==> config.mk <==
export PLATFORM = sky130hd
export DESIGN_NAME = axi_slave_rd
export DESIGN_NICKNAME = d
export VERILOG_FILES = /design/src/rtl/axi_slave_rd.sv
export SDC_FILE = /design/constraint.sdc
export NUM_CORES = 1
export LEC_CHECK = 0
export CAP_MARGIN = 20
export CORE_AREA = 2 2 130 132
export CTS_BUF_LIST = sky130_fd_sc_hd__clkbuf_4 sky130_fd_sc_hd__clkbuf_8
export DETAILED_ROUTE_END_ITERATION = 10
export DIE_AREA = 0 0 132 134
export GPL_TIMING_DRIVEN = 0
export PLACE_DENSITY = 0.87
export SYNTH_ARGS = -nofsm -noshare
export SYNTH_HDL_FRONTEND = slang
export SYNTH_SLANG_ARGS = --single-unit
==> constraint.sdc <==
create_clock -name clk -period 8.3 [get_ports clk]
set_input_delay 1.66 -clock clk [delete_from_list [all_inputs] [get_ports clk]]
set_output_delay 1.66 -clock clk [all_outputs]
set_load 0.1 [all_outputs]
==> src/rtl/axi_slave_rd.sv <==
`default_nettype none
// ============================================================================
//  Module   : axi_slave_rd
//  Purpose  : AXI4 read-channel slave. Accepts one INCR read burst on AR,
//             fetches each beat from a memory model with 1-cycle read latency
//             and returns the beats on R through a 2-entry buffer so that
//             rready back-pressure never loses or duplicates a beat.
//  Ports    : clk, rst            - clock, synchronous active-high reset
//             rd_addr/rd_len      - per-beat byte address, captured arlen
//             rd_en/rd_data       - beat request; data valid 1 cycle later
//             rd_done             - 1-cycle pulse after the last R handshake
//             s_axi_ar*           - AXI read address channel
//             s_axi_r*            - AXI read data channel
//  Revision : 1.0 - initial release
// ============================================================================
module axi_slave_rd #(
  parameter int ADDR_WIDTH = 30,
  parameter int DATA_WIDTH = 64,
  parameter int ID_WIDTH   = 4
) (
  input  logic                  clk,
  input  logic                  rst,
  // memory model port
  output logic [ADDR_WIDTH-1:0] rd_addr,
  output logic [7:0]            rd_len,
  output logic                  rd_en,
  input  logic [DATA_WIDTH-1:0] rd_data,
  output logic                  rd_done,
  // AR channel
  input  logic [ID_WIDTH-1:0]   s_axi_arid,
  input  logic [ADDR_WIDTH-1:0] s_axi_araddr,
  input  logic [7:0]            s_axi_arlen,
  input  logic [2:0]            s_axi_arsize,
  input  logic [1:0]            s_axi_arburst,
  input  logic                  s_axi_arlock,
  input  logic [3:0]            s_axi_arcache,
  input  logic [2:0]            s_axi_arprot,
  input  logic [3:0]            s_axi_arqos,
  input  logic                  s_axi_arvalid,
  output logic                  s_axi_arready,
  // R channel
  output logic [ID_WIDTH-1:0]   s_axi_rid,
  output logic [DATA_WIDTH-1:0] s_axi_rdata,
  output logic [1:0]            s_axi_rresp,
  output logic                  s_axi_rlast,
  output logic                  s_axi_rvalid,
  input  logic                  s_axi_rready
);

  localparam int STEP = DATA_WIDTH / 8;

  typedef enum logic [0:0] {
    IDLE = 1'b0,
    RD   = 1'b1
  } state_t;

  state_t                state;
  logic                  err;
  logic [8:0]            iss;       // beats requested from memory
  logic [8:0]            ret;       // beats handed over on R (head index)
  logic                  in_flight; // rd_en of previous cycle; data arrives now
  logic [DATA_WIDTH-1:0] beat0;
  logic [DATA_WIDTH-1:0] beat1;
  logic                  head;
  logic                  tail;
  logic [1:0]            count;

  logic                  pop;
  logic [2:0]            committed;

  // AR sideband attributes carry no meaning for this slave.
  logic unused_ar_attr;
  assign unused_ar_attr = ^{s_axi_arlock, s_axi_arcache, s_axi_arprot, s_axi_arqos};

  assign s_axi_rvalid = (count != 2'd0);
  assign s_axi_rdata  = head ? beat1 : beat0;
  assign s_axi_rlast  = s_axi_rvalid && (ret == {1'b0, rd_len});
  assign s_axi_rresp  = err ? 2'b10 : 2'b00;
  assign pop          = s_axi_rvalid && s_axi_rready;

  // Buffer slots already spoken for once this cycle's pop is taken out: what
  // stays in the buffer plus the beat arriving from memory now. A new request
  // is only allowed if it will find a free slot even if the next cycle does not
  // pop. rd_en has to see this cycle's pop to sustain one beat per cycle, which
  // is why it is combinational rather than registered.
  assign committed = {1'b0, count} - {2'b00, pop} + {2'b00, in_flight};
  assign rd_en     = (state == RD) && (iss <= {1'b0, rd_len}) && (committed < 3'd2);

  always_ff @(posedge clk) begin
    if (rst) begin
      state         <= IDLE;
      s_axi_arready <= 1'b1;
      s_axi_rid     <= '0;
      rd_addr       <= '0;
      rd_len        <= '0;
      rd_done       <= 1'b0;
      err           <= 1'b0;
      iss           <= '0;
      ret           <= '0;
      in_flight     <= 1'b0;
      beat0         <= '0;
      beat1         <= '0;
      head          <= 1'b0;
      tail          <= 1'b0;
      count         <= '0;
    end else begin
      rd_done   <= 1'b0;
      in_flight <= rd_en;

      // Memory data for the previous cycle's request lands in the buffer.
      if (in_flight) begin
        if (tail) beat1 <= rd_data;
        else      beat0 <= rd_data;
        tail <= ~tail;
      end

      if (pop) begin
        head <= ~head;
        ret  <= ret + 9'd1;
      end

      count <= count + {1'b0, in_flight} - {1'b0, pop};

      if (rd_en) begin
        iss     <= iss + 9'd1;
        rd_addr <= rd_addr + ADDR_WIDTH'(STEP);
      end

      case (state)
        IDLE: begin
          if (s_axi_arvalid && s_axi_arready) begin
            state         <= RD;
            s_axi_arready <= 1'b0;
            s_axi_rid     <= s_axi_arid;
            rd_len        <= s_axi_arlen;
            rd_addr       <= s_axi_araddr;
            err           <= (s_axi_arsize != 3'd3) || (s_axi_arburst != 2'b01);
            iss           <= '0;
            ret           <= '0;
          end
        end
        RD: begin
          if (pop && s_axi_rlast) begin
            state         <= IDLE;
            s_axi_arready <= 1'b1;
            err           <= 1'b0;
            rd_done       <= 1'b1;
          end
        end
        default: state <= IDLE;
      endcase
    end
  end

endmodule
`default_nettype wire
==> metrics, run 1 <==
outcome=complete, no violations; clock skew=0.0163 ns; final instance area=0.0115 mm^2; share of cells above drive strength 1=8.35%; mean number of vias per cell=5.44; reg2reg setup slack=4.57 ns; worst path arrival time=6.04 ns; crit-path max cell delay=1.17 ns; Setup TNS=0 ns; post-cts gate resize count=0; gpl congestion=0.905; pin count of the biggest net entering global routing=20; number of flops mapped to enable cells by yosys=0; Crit path max-delay family=buffers and inverters; DRT iter0 DRCs=625; DP Wirelength=18.8 mm; Max Root-Sink Buffers=2; Starting Density=52.9%; Nets=1433; Area after DPL=0.0111 mm^2; period utilisation layout=92.8%; clk root buf=clkbuf_8; DR vias=8299; total global-route track usage=28.4%; top-area cell type share of the netlist area=45.8%; cell taking the most area after synthesis=dfxtp_1; unrepaired setup endpoints after global routing=false; startpoint types=primary input; VDD IR max=0.183 mV; Leakage Power=0.00401 uW; worst setup path class=in -> out; Die ar.=0.0177 mm^2; total setup buffers inserted after CTS=0; CTS H-tree depth=4; Die Ht=134 um; number of global-route vias before repair=7991; post-layout min period=7.70 ns; power density cells=251 mW/mm^2; Detailed Route WL=25.4 mm; Slew @ Worst Pin=1.05 ns; die width=132 um; Post-Syn Instances=1048; # hold bufs at CTS=0; Post-route DRC=0; Cell variety after synth=49; syn_area_per_cell=8.22 um^2; slowest CP cell=clkdlybuf4s50_1; Max-cap violations=0; critical path endpoint category=output pin; TritonCTS clock tree=yes; Synth Net Count=1189; first-pass GRT wire length=40.2 mm; Final ANT Viol Nets=0; row count=47; clk_lat worst skew=0.48 ns; CTS sink cnt=197; Hold Violations, Final=0; PortBufs=225; max-slew violations=0; synth warn=0; mapped cell area=0.00861 mm^2; f_max=130 MHz; Synth Register Bits=197; crit path cell chain=clkdlybuf4s50_1 -> o21a_1 -> clkbuf_1 -> ha_1 -> inv_1 -> ha_1 -> fa_1 -> nor3b_2 -> o21ai_2 -> buf_2 -> inv_1 -> clkdlybuf4s50_1; final setup vio count=0; antenna violations before repair=0; grt total ovfl=0; clk slew on worst S/H paths=0.09 ns; Req. time, crit path=6.64 ns; Slew HR=29.5%; top cells by area, synth=dfxtp_1 46%, nand2_1 13%, a21oi_1 9.0%; CTS Buf Count=17; Core Area=0.0163 mm^2; area delta synth->final=33.9%; HP Class=reg -> reg; sequential area share after synthesis=45.8%; dominant synthesized flop cell=dfxtp_1; antenna cells=0; I/O pins=240; drt pass-1 iters=5; async set-reset flop share out of synthesis=0%; largest fanout on the critical path=10; Buf/Inv on CP=6; Wirelength per Cell=16.7 um
sequential cells by signal (all words and copies together) (netlist names):
register       flops
state              1
s_axi_arready      1
ret                9
count              2
s_axi_rid          4
iss                9
rd_len             8
in_flight          1
head               1
rd_addr           30
rd_done            1
err                1
beat1             64
tail               1
beat0             64
metal layers:
metal	up-vias	part of all wire, %	global-route usage [%]
met1	3874	40	34.6
met5	-	0	0
met3	54	7.7	6.50
met4	0	2.7	10.3
met2	328	49	49.1
li1	4043	-	-
cells in the mapped netlist (all sizes together) (4+ instances only):
library cell and instances:
o21ai 8, ha 13, or3 6, nor2 55, nand2 305, mux2 64, nand4 9, xor2 21
nor4 4, a211oi 18, clkbuf 61, buf 11, and3 11, o31ai 4, nand3 12, xnor2 16
o2111ai 9, a311oi 5, o22ai 4, o211ai 7, inv 15, a21oi 154, mux2i 4, dfxtp 197
worst paths after layout:
kind	cells past startpoint	to	start
setup / recovery	12	rd_en	s_axi_rready
hold / removal	2	beat0[6]$_SDFFE_PP0P_	beat0[6]$_SDFFE_PP0P_
setup reg to reg	10	rd_addr[26]$_SDFF_PP0_	count[1]$_SDFF_PP0_
hold reg to reg	2	beat0[6]$_SDFFE_PP0P_	beat0[6]$_SDFFE_PP0P_
layout make-up:
type	count	area (um^2)
Timing Repair Buffer	225	2250
Inverter	15	56.3
Clock buffer	17	234
Fill cell	1295	4760
Multi-Input combinational cell	764	4330
Clock inverter	15	156
Buffer	72	282
Sequential cell	197	3940
Tap cell	220	275
kinds of logic (layout without fill, tap and decap cells):
logic type | after synthesis | in the layout | share of synthesized area (%)
AO/OA/AOI/OAI | 219 | 219 | 15.0
other | 1 | 1 | 0.0436
buffers and inverters | 87 | 344 | 3.92
multiplexers | 68 | 68 | 8.84
AND/OR/NAND/NOR | 425 | 425 | 20.5
adder cells (fa/ha/maj) | 14 | 14 | 2.12
flip-flops | 197 | 197 | 45.8
XOR/XNOR | 37 | 37 | 3.76
cell usage in the layout, fill, tap and decap left out, types with 3 or more instances in the layout:
cell type / instances
nand2_1: 305
clkdlybuf4s50_1: 225
dfxtp_1: 197
a21oi_1: 154
mux2_2: 64
clkbuf_1: 61
nor2_1: 55
xor2_1: 21
a211oi_1: 17
clkbuf_8: 17
xnor2_1: 16
inv_1: 15
ha_1: 13
nand3_1: 12
and3_1: 11
nand4_1: 9
o2111ai_1: 9
inv_6: 8
o21ai_0: 7
o211ai_1: 7
buf_1: 6
or3_1: 6
a311oi_1: 5
nor4_1: 4
o22ai_1: 4
mux2i_1: 4
nor3_1: 3
o21a_1: 3
nand2b_1: 3
nor2b_1: 3
buf_2: 3
and2_1: 3
o31ai_1: 3
or4_1: 3
and4_1: 3
clkinvlp_4: 3
inv_8: 3
through the flow:
step / power (uW) / worst slack (ns) / utilization (%) / hold WS, ns / cells
2_1_floorplan: 1970 / 2.24 / - / 0.433 / 1048
3_3_place_gp: 2270 / 0.641 / 68.4 / 0.438 / 1493
3_5_place_dp: 2290 / 0.626 / 68.4 / 0.443 / 1493
4_1_cts: 2900 / 0.618 / 70.8 / 0.457 / 1525
5_1_grt: 3010 / 0.402 / 70.8 / 0.480 / 1525
6_report: 2900 / 0.600 / 70.8 / 0.458 / 1525
power by group:
part / switching [uW] / internal (uW)
Clock: 369 / 251
Sequential: 61.7 / 1020
Combinational: 855 / 336
worst register-to-register path, stage by stage, from the launching register on:
cell and delay [ns]:
dfxtp_1 0.39, o21a_1 0.13, clkbuf_1 0.38, ha_1 0.32, inv_1 0.05, ha_1 0.14, fa_1 0.50, nor4b_2 0.79
o211ai_1 0.28, or3_1 0.40, a311oi_1 0.26
Note: power is estimated with default switching activity, not from simulation.
==> run 2: changes to the inputs <==
CTS_CLUSTER_SIZE = 8   (was unset)
==> results of run 2 <==
Final layout, timing and power as in run 1 (identical DEF).
==> run 3: changes to the inputs <==
CORE_AREA = 2 2 119 121   (was 2 2 130 132)
DIE_AREA = 0 0 121 123   (was 0 0 132 134)
DONT_BUFFER_PORTS = 1   (was unset)
PLACE_DENSITY = 0.79   (was 0.87)
clock period = 7.4 ns   (was 8.3 ns; I/O delays follow)
==> run 3 against run 2 <==
Against the previous run:
- flip-flop and latch count unchanged
- non-clock buffer count is 222 lower
- power grew 2.1%
- critical endpoint unchanged
- critical path type unchanged
- largest cell class unchanged
- count of clock-buffer cells in the layout is 3 higher
- hold slack worse by 0.0032 ns
==> metrics, run 3 (synthesis gave the netlist of run 1 again) <==
first-pass GRT wire length=34.2 mm (was 40.2 mm); max-slew violations=0 (unchanged); grt total ovfl=0 (unchanged); final instance area=0.00921 mm^2 (was 0.0115 mm^2); crit-path max cell delay=0.73 ns (was 1.17 ns); clock skew=0.0161 ns (was 0.0163 ns); DR vias=7313 (was 8299); clk slew on worst S/H paths=0.09 ns (about the same); Leakage Power=0.00317 uW (was 0.00401 uW); Reg2Reg Depth=12 (was 10); Wirelength per Cell=17.7 um (was 16.7 um); CTS H-tree depth=4 (unchanged); total setup buffers inserted after CTS=0 (unchanged); power density cells=321 mW/mm^2 (was 251 mW/mm^2); DP Wirelength=16.0 mm (was 18.8 mm); DRT iter0 DRCs=493 (was 625); worst setup path class=in -> out (unchanged); commonest non-fill, non-tap cell in the layout=nand2_1 (unchanged); Req. time, crit path=5.92 ns (was 6.64 ns); Final WS setup=1.06 ns (was 0.600 ns); clk root buf=clkbuf_8 (unchanged); pin count of the biggest net entering global routing=17 (was 20); post-cts gate resize count=0 (unchanged); Die Ht=123 um (was 134 um); number of global-route vias before repair=6651 (was 7991); Hold Violations, Final=0 (unchanged); crit path cell chain=o21a_1 -> clkbuf_1 -> ha_1 -> inv_1 -> ha_1 -> fa_1 -> nor3b_2 -> o21ai_2 -> buf_2 -> inv_1 (was clkdlybuf4s50_1 -> o21a_1 -> clkbuf_1 -> ha_1 -> inv_1 -> ha_1 -> fa_1 -> nor3b_2 -> o21ai_2 -> buf_2 -> inv_1 -> clkdlybuf4s50_1); WHS Endpoint=beat0[49]$_SDFFE_PP0P_ (was beat0[6]$_SDFFE_PP0P_); multi-input gate area in the final layout=0.00433 mm^2 (about the same); Nets=1211 (was 1433); gpl congestion=0.975 (was 0.905); startpoint types=primary input (unchanged); HP Start=beat0[49]$_SDFFE_PP0P_ (was beat0[6]$_SDFFE_PP0P_); R2R Path Start=count[1]$_SDFF_PP0_ (unchanged); Setup TNS=0 ns (unchanged); Slew HR=22.8% (was 29.5%); reg2reg setup slack=3.06 ns (was 4.57 ns); commonest non-fill, non-tap cells in the layout=305 x nand2_1, 197 x dfxtp_1, 154 x a21oi_1 (was 305 x nand2_1, 225 x clkdlybuf4s50_1, 197 x dfxtp_1); outcome=complete, no violations (unchanged); CTS sink cnt=197 (unchanged); Final Util=67.6% (was 70.8%); worst path arrival time=4.86 ns (was 6.04 ns); critical path endpoint category=output pin (unchanged); CTS Buf Count=17 (unchanged); slowest CP cell=inv_1 (was clkdlybuf4s50_1); VDD IR max=0.255 mV (was 0.183 mV); HP Class=reg -> reg (unchanged); Place WS=1.11 ns (was 0.626 ns); period utilisation layout=85.7%; PortBufs=0 (was 225); Layout fillers=1203 (was 1295); Die ar.=0.0149 mm^2 (was 0.0177 mm^2); antenna violations before repair=0 (unchanged); Final ANT Viol Nets=0 (unchanged); antenna cells=0 (unchanged); Slew @ Worst Pin=1.16 ns (was 1.05 ns); f_max=158 MHz; # hold bufs at CTS=0 (unchanged); total global-route track usage=29.0% (was 28.4%); Detailed Route WL=22.3 mm (was 25.4 mm); Max Root-Sink Buffers=2 (unchanged); placed cell count=1229 (was 1493); Core Area=0.0136 mm^2 (was 0.0163 mm^2); area delta synth->final=6.93% (was 33.9%); Starting Density=63.3% (was 52.9%); Storage cell area=0.00394 mm^2 (unchanged); Post-route DRC=0 (unchanged); TritonCTS clock tree=yes (unchanged); mean number of vias per cell=5.81 (was 5.44); final setup vio count=0 (unchanged); clk_lat worst skew=0.47 ns (was 0.48 ns); row count=43 (was 47); post-layout min period=6.34 ns; I/O pins=240 (unchanged); share of cells above drive strength 1=10.0% (was 8.35%); RR Endpoint=rd_addr[5]$_SDFF_PP0_ (was rd_addr[26]$_SDFF_PP0_); Layout Cells excl Fill=1259 (was 1525); die width=121 um (was 132 um); Max-cap violations=0 (unchanged); unrepaired setup endpoints after global routing=false (unchanged); Hold Crit Depth=2 (unchanged); largest fanout on the critical path=10 (unchanged); drt pass-1 iters=5 (unchanged); Regs by FF count=beat0 x64, beat1 x64, rd_addr x30 (unchanged); Area after DPL=0.00886 mm^2 (was 0.0111 mm^2)
-- run 3: cell count changes in the layout (fill, tap and decap cells not counted), moves of 2 or more --
| cell | change |
|---|---|
| clkdlybuf4s50_1 | -225 |
| inv_8 | -3 |
| clkinv_2 | +3 |
| clkbuf_4 | +2 |
| inv_6 | -6 |
-- run 3: layer usage --
| metal | up-vias | wire length (um) | GRT usage, % |
|---|---|---|---|
| li1 | 3591 | - | - |
| met1 | 3395 | 9010 | 35.2 |
| met2 | 283 | 10700 | 49.3 |
| met3 | 44 | 2050 | 8.30 |
| met4 | 0 | 514 | 10.0 |
| met5 | - | 0 | 0 |
-- run 3: power breakdown --
group,switching [uW],internal [uW]
logic,751,216
clock network,360,242
registers,240,1150
-- run 3: how the worst max path moves through the flow --
| stage | startpoint | endpoint | slack (ns) | depth (start not counted) |
|---|---|---|---|---|
| 3_5_place_dp | s_axi_rready | rd_en | 1.11 | 10 |
| 3_3_place_gp | s_axi_rready | rd_en | 1.15 | 10 |
| 5_1_grt | s_axi_rready | rd_en | 0.86 | 10 |
| 2_1_floorplan | rd_len[6]$_SDFFE_PP0P_ | s_axi_rlast | 1.64 | 3 |
| 4_1_cts | s_axi_rready | rd_en | 1.09 | 10 |
| 6_report | s_axi_rready | rd_en | 1.06 | 10 |
-- run 3: layout make-up --
class | count | share of cell area (%)
Tap cell | 180 | 2.45
Clock inverter | 8 | 0.612
Sequential cell | 197 | 42.8
Multi-Input combinational cell | 764 | 47.1
Inverter | 15 | 0.612
Buffer | 72 | 3.06
Clock buffer | 20 | 2.85
Timing Repair Buffer | 3 | 0.503
-- run 3: worst max-delay path: cells and delay by family --
family                     cells  cell delay [ns]
and+or+nand+nor                1             0.70
adders and majority gates      3             0.96
AOI/OAI and AO/OA              2             0.25
buffers and inverters          4             1.46
-- run 3: metrics by stage --
step                total power [uW]  hold WS, ns
floorplan                       2210        0.433
global placement                2350        0.438
detailed placement              2370        0.444
CTS                             2960        0.456
global route                    3080        0.469
finish                          2960        0.455
